===== config.mk =====
export PLATFORM = sky130hd
export DESIGN_NAME = parking_gate_ctrl
export DESIGN_NICKNAME = d
export VERILOG_FILES = /design/src/rtl/parking_pkg.sv /design/src/rtl/sensor_debounce.sv /design/src/rtl/parking_gate_ctrl.sv
export SDC_FILE = /design/constraint.sdc
export NUM_CORES = 1
export LEC_CHECK = 0
export ABC_AREA = 1
export CAP_MARGIN = 20
export CORE_MARGIN = 3
export CORE_UTILIZATION = 54
export DETAILED_ROUTE_END_ITERATION = 10
export GPL_TIMING_DRIVEN = 0
export PLACE_DENSITY = 0.79
export SYNTH_ARGS = -nofsm -noshare
export SYNTH_HDL_FRONTEND = slang
export SYNTH_HIERARCHICAL = 1
export SYNTH_SLANG_ARGS = --single-unit

===== constraint.sdc =====
create_clock -name clk -period 2.5 [get_ports clk]
set_input_delay 0.625 -clock clk [delete_from_list [all_inputs] [get_ports clk]]
set_output_delay 0.625 -clock clk [all_outputs]
set_load 0.02 [all_outputs]

===== src/rtl/parking_pkg.sv =====
`default_nettype none
// ============================================================================
// Package  : parking_pkg
// Brief    : Shared types and constants for the parking gate front-end and
//            the parking core it feeds.
// Revision : 1.0 - initial release
// ============================================================================
package parking_pkg;

    // Field widths shared by the gate controller and the parking core
    localparam int SLOT_W    = 3;
    localparam int CODE_W    = 8;
    localparam int DIGIT_W   = 4;
    localparam int MAX_DIGIT = 9;

    // Exit passcode checked by the parking core; the gate only forwards codes
    localparam logic [CODE_W-1:0] PASSCODE = 8'd87;

    // Exit transaction states
    typedef enum logic [2:0] {
        IDLE = 3'd0,
        D1   = 3'd1,
        D0   = 3'd2,
        PRES = 3'd3,
        CLR  = 3'd4,
        DONE = 3'd5
    } gate_state_t;

    // True for a legal BCD keypad digit (0..9)
    function automatic logic digit_legal(input logic [DIGIT_W-1:0] digit);
        return digit <= DIGIT_W'(MAX_DIGIT);
    endfunction

    // Two BCD digits to a binary code; 99 max so CODE_W bits never overflow
    function automatic logic [CODE_W-1:0] bcd_to_code(
        input logic [DIGIT_W-1:0] tens,
        input logic [DIGIT_W-1:0] ones
    );
        return (CODE_W'(tens) * CODE_W'(10)) + CODE_W'(ones);
    endfunction

endpackage
`default_nettype wire


===== src/rtl/sensor_debounce.sv =====
`default_nettype none
// ============================================================================
// Module   : sensor_debounce
// Brief    : Two-flop synchroniser, consecutive-high counter and rising-edge
//            detector for a bouncy asynchronous loop sensor. Produces one
//            single-cycle pulse per vehicle.
// Revision : 1.0 - initial release
// ============================================================================
module sensor_debounce #(
    parameter int DEBOUNCE_CYCLES = 4
) (
    input  logic clk,
    input  logic rst,
    input  logic raw,
    output logic rise
);

    localparam int               CNT_W   = $clog2(DEBOUNCE_CYCLES + 1);
    localparam logic [CNT_W-1:0] CNT_MAX = CNT_W'(DEBOUNCE_CYCLES);
    localparam logic [CNT_W-1:0] CNT_ONE = CNT_W'(1);

    logic             r_sync1;
    logic             r_sync2;
    logic [CNT_W-1:0] r_cnt;
    logic             r_level;
    logic             r_level_d;

    // Bring the raw sensor into the clk domain
    always_ff @(posedge clk) begin
        if (rst) begin
            r_sync1 <= 1'b0;
            r_sync2 <= 1'b0;
        end else begin
            r_sync1 <= raw;
            r_sync2 <= r_sync1;
        end
    end

    // Count consecutive high samples; the level rises on the Nth one and
    // any low sample drops both the count and the level
    always_ff @(posedge clk) begin
        if (rst) begin
            r_cnt   <= '0;
            r_level <= 1'b0;
        end else if (!r_sync2) begin
            r_cnt   <= '0;
            r_level <= 1'b0;
        end else begin
            if (r_cnt != CNT_MAX) begin
                r_cnt <= r_cnt + CNT_ONE;
            end
            if (r_cnt >= (CNT_MAX - CNT_ONE)) begin
                r_level <= 1'b1;
            end
        end
    end

    // Remember the previous debounced level for edge detection
    always_ff @(posedge clk) begin
        if (rst) begin
            r_level_d <= 1'b0;
        end else begin
            r_level_d <= r_level;
        end
    end

    assign rise = r_level & ~r_level_d;

endmodule
`default_nettype wire


===== src/rtl/parking_gate_ctrl.sv =====
`default_nettype none
// ============================================================================
// Module   : parking_gate_ctrl
// Brief    : Gate front-end for the parking core. Debounces the entry/exit
//            loop sensors, turns an entry into a car_arrive pulse (or an
//            entry_denied pulse when full), and runs the exit transaction:
//            two keypad digits -> present code/slot -> clear -> low gap.
// Revision : 1.0 - initial release
// ============================================================================
module parking_gate_ctrl
    import parking_pkg::*;
#(
    parameter int DEBOUNCE_CYCLES = 4,
    parameter int TIMEOUT_CYCLES  = 64,
    parameter int PRESENT_CYCLES  = 2
) (
    input  logic               clk,
    input  logic               rst,
    input  logic               entry_sensor,
    input  logic               exit_sensor,
    input  logic               key_valid,
    input  logic [DIGIT_W-1:0] key_digit,
    input  logic [SLOT_W-1:0]  slot_sel,
    input  logic               lot_full,
    output logic               car_arrive,
    output logic               car_exit,
    output logic [CODE_W-1:0]  exit_code,
    output logic [SLOT_W-1:0]  exit_from,
    output logic               entry_denied,
    output logic               bad_key,
    output logic               exit_timeout,
    output logic               busy
);

    // One timer serves both the digit timeout and the presentation hold
    localparam int TMR_MAX = (TIMEOUT_CYCLES > PRESENT_CYCLES) ? TIMEOUT_CYCLES
                                                                : PRESENT_CYCLES;
    localparam int               TMR_W     = $clog2(TMR_MAX + 1);
    localparam logic [TMR_W-1:0] TMO_LAST  = TMR_W'(TIMEOUT_CYCLES - 1);
    localparam logic [TMR_W-1:0] PRES_LAST = TMR_W'(PRESENT_CYCLES - 1);
    localparam logic [TMR_W-1:0] TMR_SAT   = TMR_W'(TMR_MAX);
    localparam logic [TMR_W-1:0] TMR_ONE   = TMR_W'(1);

    logic               w_entry_rise;
    logic               w_exit_rise;
    logic               w_digit_ok;

    logic               r_car_arrive;
    logic               r_entry_denied;

    gate_state_t        r_state;
    gate_state_t        w_state_nxt;
    logic [TMR_W-1:0]   r_timer;

    logic               w_latch_d1;
    logic               w_latch_d0;
    logic [DIGIT_W-1:0] r_d1;
    logic [CODE_W-1:0]  r_code;
    logic [SLOT_W-1:0]  r_slot;

    sensor_debounce #(
        .DEBOUNCE_CYCLES (DEBOUNCE_CYCLES)
    ) u_entry_debounce (
        .clk  (clk),
        .rst  (rst),
        .raw  (entry_sensor),
        .rise (w_entry_rise)
    );

    sensor_debounce #(
        .DEBOUNCE_CYCLES (DEBOUNCE_CYCLES)
    ) u_exit_debounce (
        .clk  (clk),
        .rst  (rst),
        .raw  (exit_sensor),
        .rise (w_exit_rise)
    );

    assign w_digit_ok = digit_legal(key_digit);

    // Entry path: independent of the exit FSM, one registered pulse per car
    always_ff @(posedge clk) begin
        if (rst) begin
            r_car_arrive   <= 1'b0;
            r_entry_denied <= 1'b0;
        end else begin
            r_car_arrive   <= w_entry_rise & ~lot_full;
            r_entry_denied <= w_entry_rise &  lot_full;
        end
    end

    assign car_arrive   = r_car_arrive;
    assign entry_denied = r_entry_denied;

    // Exit FSM state register
    always_ff @(posedge clk) begin
        if (rst) begin
            r_state <= IDLE;
        end else begin
            r_state <= w_state_nxt;
        end
    end

    // Cycles spent in the current state; restarts on every state change
    always_ff @(posedge clk) begin
        if (rst) begin
            r_timer <= '0;
        end else if (w_state_nxt != r_state) begin
            r_timer <= '0;
        end else if (r_timer != TMR_SAT) begin
            r_timer <= r_timer + TMR_ONE;
        end
    end

    // Digit capture; the code is formed when the second digit arrives so
    // it is ready on the first presentation cycle
    always_ff @(posedge clk) begin
        if (rst) begin
            r_d1   <= '0;
            r_code <= '0;
            r_slot <= '0;
        end else begin
            if (w_latch_d1) begin
                r_d1 <= key_digit;
            end
            if (w_latch_d0) begin
                r_code <= bcd_to_code(r_d1, key_digit);
                r_slot <= slot_sel;
            end
        end
    end

    // Exit FSM next-state and outputs; a legal key beats a same-cycle timeout
    always_comb begin
        w_state_nxt  = r_state;
        w_latch_d1   = 1'b0;
        w_latch_d0   = 1'b0;
        bad_key      = 1'b0;
        exit_timeout = 1'b0;
        car_exit     = 1'b0;
        busy         = 1'b1;
        exit_code    = '0;
        exit_from    = '0;
        case (r_state)
            IDLE: begin
                busy = 1'b0;
                if (w_exit_rise) begin
                    w_state_nxt = D1;
                end
            end
            D1: begin
                car_exit = 1'b1;
                if (key_valid && w_digit_ok) begin
                    w_latch_d1  = 1'b1;
                    w_state_nxt = D0;
                end else begin
                    bad_key = key_valid;
                    if (r_timer == TMO_LAST) begin
                        exit_timeout = 1'b1;
                        w_state_nxt  = IDLE;
                    end
                end
            end
            D0: begin
                car_exit = 1'b1;
                if (key_valid && w_digit_ok) begin
                    w_latch_d0  = 1'b1;
                    w_state_nxt = PRES;
                end else begin
                    bad_key = key_valid;
                    if (r_timer == TMO_LAST) begin
                        exit_timeout = 1'b1;
                        w_state_nxt  = IDLE;
                    end
                end
            end
            PRES: begin
                car_exit  = 1'b1;
                exit_code = r_code;
                exit_from = r_slot;
                if (r_timer == PRES_LAST) begin
                    w_state_nxt = CLR;
                end
            end
            CLR: begin
                car_exit    = 1'b1;
                w_state_nxt = DONE;
            end
            DONE: begin
                // car_exit low for one cycle guarantees a gap between exits
                w_state_nxt = IDLE;
            end
            default: begin
                w_state_nxt = IDLE;
            end
        endcase
    end

endmodule
`default_nettype wire

==> results.md, run 1 <==
* Drt first-iter violations at 97
* Multi-input gate area at approximately 1200 um2
* Yosys top cell by area: dfxtp_1
* Worst-Skew Late Latency at 0.30 ns
* Core area at approximately 3800 um2
* Starting Density at between 50% and 60%
* Crit path DAT at around 1.8 ns
* # Max-Cap Violations at 0
* Maximum vdd drop at between 0.3 and 0.4 mV
* Pins Over Slew Limit at 0
* CTS tree: yes
* I/O Pins at 30
* # setup viols final at 0
* CTS buffer count at 5
* Nets at around 350
* Distinct cells, synth at 30
* DR WL/cell at around 11 um
* CTS clk-pin slew, worst paths at roughly 0.08 ns
* Routed Antenna Nets at 0
* H-tree depth at 2
* Chip height at 70.2 um
* Status: finished clean
* Ys Warns at 6
* Syn_nets at approximately 320
* RSZ-0062 raised after global routing: no
* Wire length of the first global-routing pass at between 7000 and 8000 um
* Largest family of logic cells by synthesized area: simple AND/OR/NAND/NOR gates
* Ratio of cells with drive above 1 in the final layout at 18.1%
* Final Critical Period at 2.40 ns
* I/O Buffers at 29
* Clk sink count at 41
* Register area at 821 um2
* Total Die Area at just under 5000 um2
* Vias in the first global route at around 1800
* FF+latch count, synth at between 40 and 50
* Root Buffer: clkbuf_8
* Slew headroom at 66.2%
* Mapped Cells at about 280
* Die X at ~70 um
* Largest net degree at the start of global routing at 14
* Post-synthesis simple-gate area fraction at between 20% and 30%
* Post-synth top area share at 36.9%
* Via density at around 5.0
* ANT cells at 0
* Final RePlAce weighted congestion at 0.880
* Worst slew pin tran at 0.506 ns
* Critical Path Start Type: flip-flop
* PD cells at 474 nW/um2
* Xor/xnor share of the synthesized area at between 3 and 4%
* Class of the tightest hold or removal check: flip-flop to flip-flop
* Synth Area in Compound Gates at between 10% and 20%
* Area grow syn2layout at 20.0%
* Synth Area in Adders at approximately 11%
* Clock buffer depth at 2
* DR DRC count at 0
* Mux contribution to synthesized area at 0%
* CP Data Required Time at 1.88 ns
* Crit path capture type: primary output
* Post-Syn Area per Cell at 7.82 um2
* DPL Wire Length at 3110 um
* FMAX at 0.416 GHz
* Placed cell area at about 2600 um2
* Fin. Hold Viols at 0
* Fillers at around 310
* GRT Util Overall at about 18%
* Critical path type: flip-flop to primary output
* Final Util at 70.2%
* Synth top area cells: dfxtp_1 37%, ha_1 9.0%, inv_1 7.3%
* Finished Cell Area at ~2700 um2
* Sequential share of the synthesized area at a little under two fifths
* Cell area after synthesis at around 2200 um2
* P_leak at approximately 1.1 nW
* WL final at about 4100 um
* DR pass1 iterations at 4
* Grt ovf at 0
* Tcrit/Tclk final at a little over nine tenths
* Number of placement rows at 22
* Initial antenna violation count at 0
* Critical Path Fanout Max at 4
* Setup Skew at between 0.01 and 0.015 ns
* DR vias at roughly 1800
## cell families (layout without fill, tap and decap cells)
logic type / count (synthesis) / after routing
xor gates and xnor gates: 10 / 10
and+or+nand+nor: 117 / 117
adders and majority gates: 18 / 18
buffers and inverters: 55 / 91
DFF: 41 / 41
AOI/OAI and AO/OA: 43 / 43
## critical path, cell delays in order (launching register included)
cell and delay, ns:
dfxtp_1 0.44, inv_2 0.08, nor2_2 0.14, inv_1 0.11, nor2_1 0.09, clkdlybuf4s50_1 0.61
## Yosys cell counts (all sizes together)
cell type  number
clkbuf          1
dfxtp          41
a31oi           1
inv            52
nand3          21
xnor2           4
nand2          41
xor2            6
buf             2
o21ai          18
a21oi          23
and2            1
ha             16
nor3            7
nor2           45
o22ai           1
or2             1
nand4           1
fa              2
## routing by layer
| layer | track usage [%] | wire, um | up-vias |
|---|---|---|---|
| met5 | 0 | 0 | - |
| met4 | 8.30 | 79 | 0 |
| met3 | 3.74 | 172 | 7 |
| met2 | 32.5 | 2040 | 34 |
| met1 | 20.9 | 1840 | 844 |
| li1 | - | - | 963 |
## metrics by stage
stage / total power, mW / instances / hold slack (ns) / TNS (ns) / setup slack (ns)
after CTS: 1.28 / 368 / 0.406 / 0 / 0.0591
after global routing: 1.31 / 368 / 0.419 / 0 / 0.00503
after floorplan: 0.729 / 284 / 0.388 / 0 / 0.605
final: 1.26 / 368 / 0.392 / 0 / 0.0987
after detailed placement: 0.764 / 361 / 0.396 / -0.564 / -0.388
after global placement: 0.762 / 361 / 0.397 / -0.540 / -0.391
## flip-flops by register name, indices dropped and copies added, names as in the netlist
register                    count
car_arrive                      1
u_exit_debounce/r_cnt           3
r_d1                            4
u_exit_debounce/r_sync1         1
r_code                          8
u_entry_debounce/r_sync1        1
r_slot                          3
entry_denied                    1
u_entry_debounce/r_level_d      1
u_exit_debounce/r_sync2         1
u_exit_debounce/r_level_d       1
u_entry_debounce/r_level        1
u_entry_debounce/r_sync2        1
r_timer                         7
r_state                         3
u_entry_debounce/r_cnt          3
u_exit_debounce/r_level         1
## layout make-up
class	count	share of cell area [%]
buffer	3	0.610
clock buffer	5	2.58
clock inverter	2	1.31
inverter	52	7.32
multi-input combinational	188	44.8
sequential	41	30.8
tap	48	2.25
timing repair buffer	29	10.3
## report_power, final
group / switching [mW] / total (mW) / internal, mW
logic: 0.0429 / 0.0807 / 0.0378
clock network: 0.225 / 0.516 / 0.290
registers: 0.00647 / 0.667 / 0.661
## worst paths after layout
path,startpoint,endpoint,slack (ns),cells after the start
min reg2reg,u_entry_debounce/r_sync1,u_entry_debounce/r_sync2,0.39,2
max reg2reg,r_d1[3],r_code[7],0.47,7
min,u_entry_debounce/r_sync1,u_entry_debounce/r_sync2,0.39,2
max,r_state[1],exit_from[2],0.1,5
## cell usage in the layout (no fill, tap or decap)
master / Yosys / final
nand3_4: 1 / 1
nor2_4: 1 / 1
nor2_2: 6 / 6
a31oi_1: 1 / 1
inv_1: 43 / 43
bufinv_16: 0 / 1
nand3_1: 16 / 16
nand2_2: 6 / 6
and2_4: 1 / 1
clkdlybuf4s15_1: 0 / 1
nand2_4: 4 / 4
dfxtp_1: 41 / 41
nor2_1: 38 / 38
a21oi_2: 6 / 7
nand3_2: 4 / 4
clkbuf_8: 0 / 5
xor2_1: 6 / 6
clkbuf_2: 0 / 1
dlygate4sd2_1: 0 / 10
buf_1: 1 / 1
nor3_2: 7 / 7
xnor2_1: 4 / 4
o21ai_0: 15 / 15
a21oi_1: 17 / 16
o21ai_2: 1 / 1
clkinv_2: 0 / 1
nand2_1: 31 / 31
o21ai_1: 2 / 2
clkdlybuf4s50_1: 0 / 17
nand4_1: 1 / 1
fa_1: 2 / 2
buf_4: 1 / 2
ha_1: 16 / 16
o22ai_1: 1 / 1
inv_2: 9 / 9
or2_2: 1 / 1
## timing repair
action | CTS | global route
pin swaps | 0 | 0
setup endpoints to repair | 12 | 2
gates resized for setup | 16 | 3
buffers inserted | 0 | 0
hold buffers | 0 | 0
(Power assumes the default switching activity.)
==> run 2, diff against run 1 <==
--- a/config.mk
+++ b/config.mk
@@ -7,11 +7,13 @@
 export LEC_CHECK = 0
 export ABC_AREA = 1
 export CAP_MARGIN = 20
+export CELL_PAD_IN_SITES_DETAIL_PLACEMENT = 0
+export CELL_PAD_IN_SITES_GLOBAL_PLACEMENT = 1
 export CORE_MARGIN = 3
-export CORE_UTILIZATION = 54
+export CORE_UTILIZATION = 40
 export DETAILED_ROUTE_END_ITERATION = 10
 export GPL_TIMING_DRIVEN = 0
-export PLACE_DENSITY = 0.79
+export PLACE_DENSITY_LB_ADDON = 0.1
 export SYNTH_ARGS = -nofsm -noshare
 export SYNTH_HDL_FRONTEND = slang
 export SYNTH_HIERARCHICAL = 1
==> run 2 against run 1 <==
Sequential share of layout area down 0.50 points. Non-clock buffer count stayed put. Largest power group unchanged. Worst setup slack worse by 0.0089 ns. Clock power grew 7.0%. Largest cell class unchanged.
==> results.md, run 2 (same netlist as run 1, synthesis figures left out) <==
* GRT Util Overall at 14.8% (-3.5 points)
* Placed cell area at 2600 um2 (+1.1%)
* Total Die Area at 6490 um2 (+32%)
* Routed Antenna Nets at 0 (unchanged)
* Wire length of the first global-routing pass at 7580 um (+2.6%)
* Place WS at -0.405 ns (-0.0176 ns)
* Final Critical Period at 2.41 ns (+0.00887 ns)
* Initial antenna violation count at 0 (unchanged)
* Met3 usage at 3.81% (+0.071 points)
* Critical Path Start Type: input pin
* Area grow syn2layout at 22.0%
* Maximum vdd drop at 0.409 mV (+31%)
* CTS clk-pin slew, worst paths at 0.07 ns (about the same)
* Chip height at 80.5 um (+15%)
* WL final at 4280 um (+3.6%)
* Die X at 80.5 um (+15%)
* # setup viols final at 0 (unchanged)
* CTS tree: yes
* Root Buffer: clkbuf_8
* Setup Skew at 0.00767 ns (-0.00454 ns)
* Most common cell after layout, fill and taps aside: inv_1
* Vias in the first global route at 1686 (-4.5%)
* GR Util met2 at 24.7% (-7.9 points)
* Clk sink count at 41 (unchanged)
* Finished Cell Area at 2710 um2 (+1.6%)
* Tcrit/Tclk final at 96.4% (+0.35 points)
* Number of placement rows at 26 (+18%)
* # Max-Cap Violations at 0 (unchanged)
* Biggest regs: r_code: 8 flops, r_timer: 7 flops, r_d1: 4 flops
* Met1 GRT Util at 18.8% (-2.1 points)
* Core area at 5240 um2 (+38%)
* Nets at 351 (unchanged)
* RSZ-0062 raised after global routing: no
* Class of the tightest hold or removal check: flip-flop to flip-flop
* Status: finished clean
* DR WL/cell at 11.0 um (-2.5%)
* DR DRC count at 0 (unchanged)
* Slew headroom at 62.6% (-3.6 points)
* Critical Path Fanout Max at 6 (+2)
* Setup WS post-layout at 0.0898 ns (-0.00887 ns)
* Critical path type: input pin to primary output
* Largest Register: r_code
* Post-CTS Hold Buffers at 0 (unchanged)
* I/O Pins at 30 (unchanged)
* Fin. Hold Viols at 0 (unchanged)
* DR pass1 iterations at 4 (unchanged)
* Clock buffer depth at 2 (unchanged)
* Hold Crit Depth at 2 (unchanged)
* Post-CTS Setup Inserts at 0 (unchanged)
* Drt first-iter violations at 53 (-45%)
* CP Data Required Time at 1.88 ns (about the same)
* Number of flip-flops in the largest register at 8 (unchanged)
* H-tree depth at 2 (unchanged)
* Worst slew pin tran at 0.560 ns (+0.0539 ns)
* DP Cell Count at 383 (+6.1%)
* FMAX at 0.415 GHz (-0.37%)
* ANT cells at 0 (unchanged)
* Worst-Skew Late Latency at 0.29 ns (about the same)
* Grt ovf at 0 (unchanged)
* I/O Buffers at 29 (unchanged)
* Via density at 4.65 (-7.5%)
* Ratio of cells with drive above 1 in the final layout at 17.8% (-0.37 points)
* Final RePlAce weighted congestion at 0.719 (-18%)
* Worst Reg-to-Reg Cells at 7 (unchanged)
* PD cells at 480 nW/um2 (+1.3%)
* Largest net degree at the start of global routing at 14 (unchanged)
* Final cell count without fillers at 391 (+6.3%)
* Pins Over Slew Limit at 0 (unchanged)
* DPL Wire Length at 3300 um (+6.0%)
* P_leak at 1.18 nW (+3.6%)
* Crit path capture type: primary output
* Crit path DAT at 1.79 ns (about the same)
* Starting Density at 42.4% (-16 points)
* DR vias at 1817 (-1.7%)
* CTS buffer count at 5 (unchanged)
* GR peak layer: met2
* Most frequent cells in the layout: 43 x inv_1, 41 x dfxtp_1, 38 x nor2_1
==> run 2: cell types whose count changed in the layout (fill, tap and decap cells not counted) <==
cell | before | now
clkbuf_1 | 0 | 1
clkbuf_8 | 5 | 6
clkinv_2 | 1 | 0
a21oi_1 | 16 | 17
a21oi_2 | 7 | 6
dlymetal6s2s_1 | 0 | 3
clkdlybuf4s50_1 | 17 | 14
==> run 2: worst paths after layout <==
kind / startpoint / end / slack, ns
worst max-delay path: key_digit[2] / exit_timeout / 0.09
worst min-delay path: u_entry_debounce/r_sync1 / u_entry_debounce/r_sync2 / 0.40
worst max register to register: r_d1[3] / r_code[7] / 0.48
worst min register to register: u_entry_debounce/r_sync1 / u_entry_debounce/r_sync2 / 0.40
==> run 2: area by class of cell <==
type,instances,area (um2)
Sequential cell,41,821
Timing Repair Buffer,29,283
Clock inverter,1,30.0
Inverter,52,195
Fill cell,542,2530
Multi-Input combinational cell,188,1190
Buffer,3,16.3
Tap cell,70,87.6
Clock buffer,7,86.3
==> run 2: per-stage QoR <==
stage          util (%)  total power [mW]  TNS, ns  hold WS, ns
6_report           51.7              1.30        0        0.402
5_1_grt            51.7              1.37        0        0.437
4_1_cts            51.5              1.32        0        0.405
3_5_place_dp       49.6             0.766   -0.569        0.394
3_3_place_gp       49.6             0.766   -0.565        0.391
2_1_floorplan         -             0.729        0        0.388
==> run 2: power breakdown <==
group / internal (mW) / leakage, nW / switching, mW
Sequential: 0.661 / 0.332 / 0.00602
Clock: 0.326 / 0.0585 / 0.226
Combinational: 0.0376 / 0.789 / 0.0443
==> run 2: repair_timing <==
action | in CTS | in global routing
resized for setup | 16 | 5
setup endpoints to repair | 12 | 3
gates cloned | 0 | 0
==> run 2: routing by layer <==
metal	part of all wire (%)	vias up
met1	46	822
met3	5.1	4
met2	48	28
met4	0.84	0
li1	-	963
met5	0	-
==> run 2: worst max-delay path, cell delays in order <==
cell	delay (ns)
clkdlybuf4s50_1	0.53
o21ai_2	0.09
nand2_4	0.12
nand2_1	0.10
a21oi_1	0.16
buf_4	0.17
==> edit, RTL diff (settings of run 2) <==
`SLOT_W`: 3 -> 2.
--- a/src/rtl/parking_pkg.sv
+++ b/src/rtl/parking_pkg.sv
@@ -10,3 +10,3 @@
     // Field widths shared by the gate controller and the parking core
-    localparam int SLOT_W    = 3;
+    localparam int SLOT_W    = 2;
     localparam int CODE_W    = 8;
Ports: changed (resized exit_from and slot_sel); port bits go from 30 to 28. The function was not compared with the original's and may differ.
==> edit against run 2 <==
Clock skew shrank 1.9 ps; power shrank 13%; fmax increased by 1.5%; worst setup slack gained 36 ps; sequential cell count fell by 1; area after synthesis down 3.4%; design area decreased by 5.2%; wire length decreased by 6.0%.
==> edit: results (changes against run 2) <==
INFO  metric fin_skew = 5.80 ps (-1.88 ps)
INFO  metric drive_above_1_share = 14.7% (-3.1 points)
INFO  metric yosys.cell_types.count = 28 (-6.7%)
INFO  metric cell_types_occupying_the_most_area_after_synthesis = dfxtp_1 (37%), ha_1 (9.3%), inv_1 (8.0%)
INFO  metric postSynthNetCount = 309 (-1.9%)
INFO  metric placed_cells_incl_taps = 376 (-1.8%)
INFO  metric max_slew_margin = 63.2% (+0.66 points)
INFO  metric p_seq = 0.651 mW (-2%)
INFO  metric first_global_vias = 1615 (-4.2%)
INFO  metric gr-usage-all-layers = 14.0% (-0.79 points)
INFO  metric first_iter_violations = 71 (+34%)
INFO  metric worst_ir_drop_vdd = 226 uV (-45%)
INFO  metric yosys.area.top_type_share = 37.3% (+0.36 points)
INFO  metric p_sw_share = 23.1% (+1.8 points)
INFO  metric detail_route.first_pass.iterations = 5 (+1)
INFO  metric wl_per_cell = 10.5 um (-4.0%)
INFO  metric worst_ep_arrival_time = 1750 ps (-40 ps)
INFO  metric worst_hold_slack = 403 ps (+0.797 ps)
INFO  metric postRouteWirelength = 4.03 mm (-6.0%)
INFO  metric synth.cells.most_frequent = inv_1 (46), dfxtp_1 (40), nor2_1 (40)
INFO  metric dpl.hpwl = 3.12 mm (-5.4%)
INFO  metric die-width = 79.3 um (-1.6%)
INFO  metric met3_wirelength = 179 um (-18%)
INFO  metric gp_routability_congestion = 0.773 (+7.6%)
INFO  metric synthCells = 279 (-1.8%)
INFO  metric run_status = finished clean
-- edit: timing repair --
item / CTS / global route
hold endpoints to repair: 0 / 0
endpoints found under the setup margin: 12 / 3
resized for setup: 16 / 5
-- edit: final timing paths --
path,end,depth (start not counted)
setup / recovery,exit_timeout,6
hold / removal,u_exit_debounce/r_sync2,2
setup reg to reg,r_code[7],7
hold reg to reg,u_exit_debounce/r_sync2,2
-- edit: cells by family (layout without fill, tap and decap cells) --
family	after synthesis	in the layout	synth area share, %
xor gates and xnor gates	10	10	4.08
and+or+nand+nor	116	116	26.9
AOI/OAI and AO/OA	41	41	10.9
adders and majority gates	18	18	11.2
DFF	40	40	37.3
buffers and inverters	54	88	9.62
-- edit: final cells by class --
cell class	count	area [sq um]
multi-input combinational	185	1140
sequential	40	801
clock inverter	1	5.00
timing repair buffer	27	253
buffer	3	16.3
fill	571	2570
inverter	51	191
tap	70	87.6
clock buffer	6	72.6
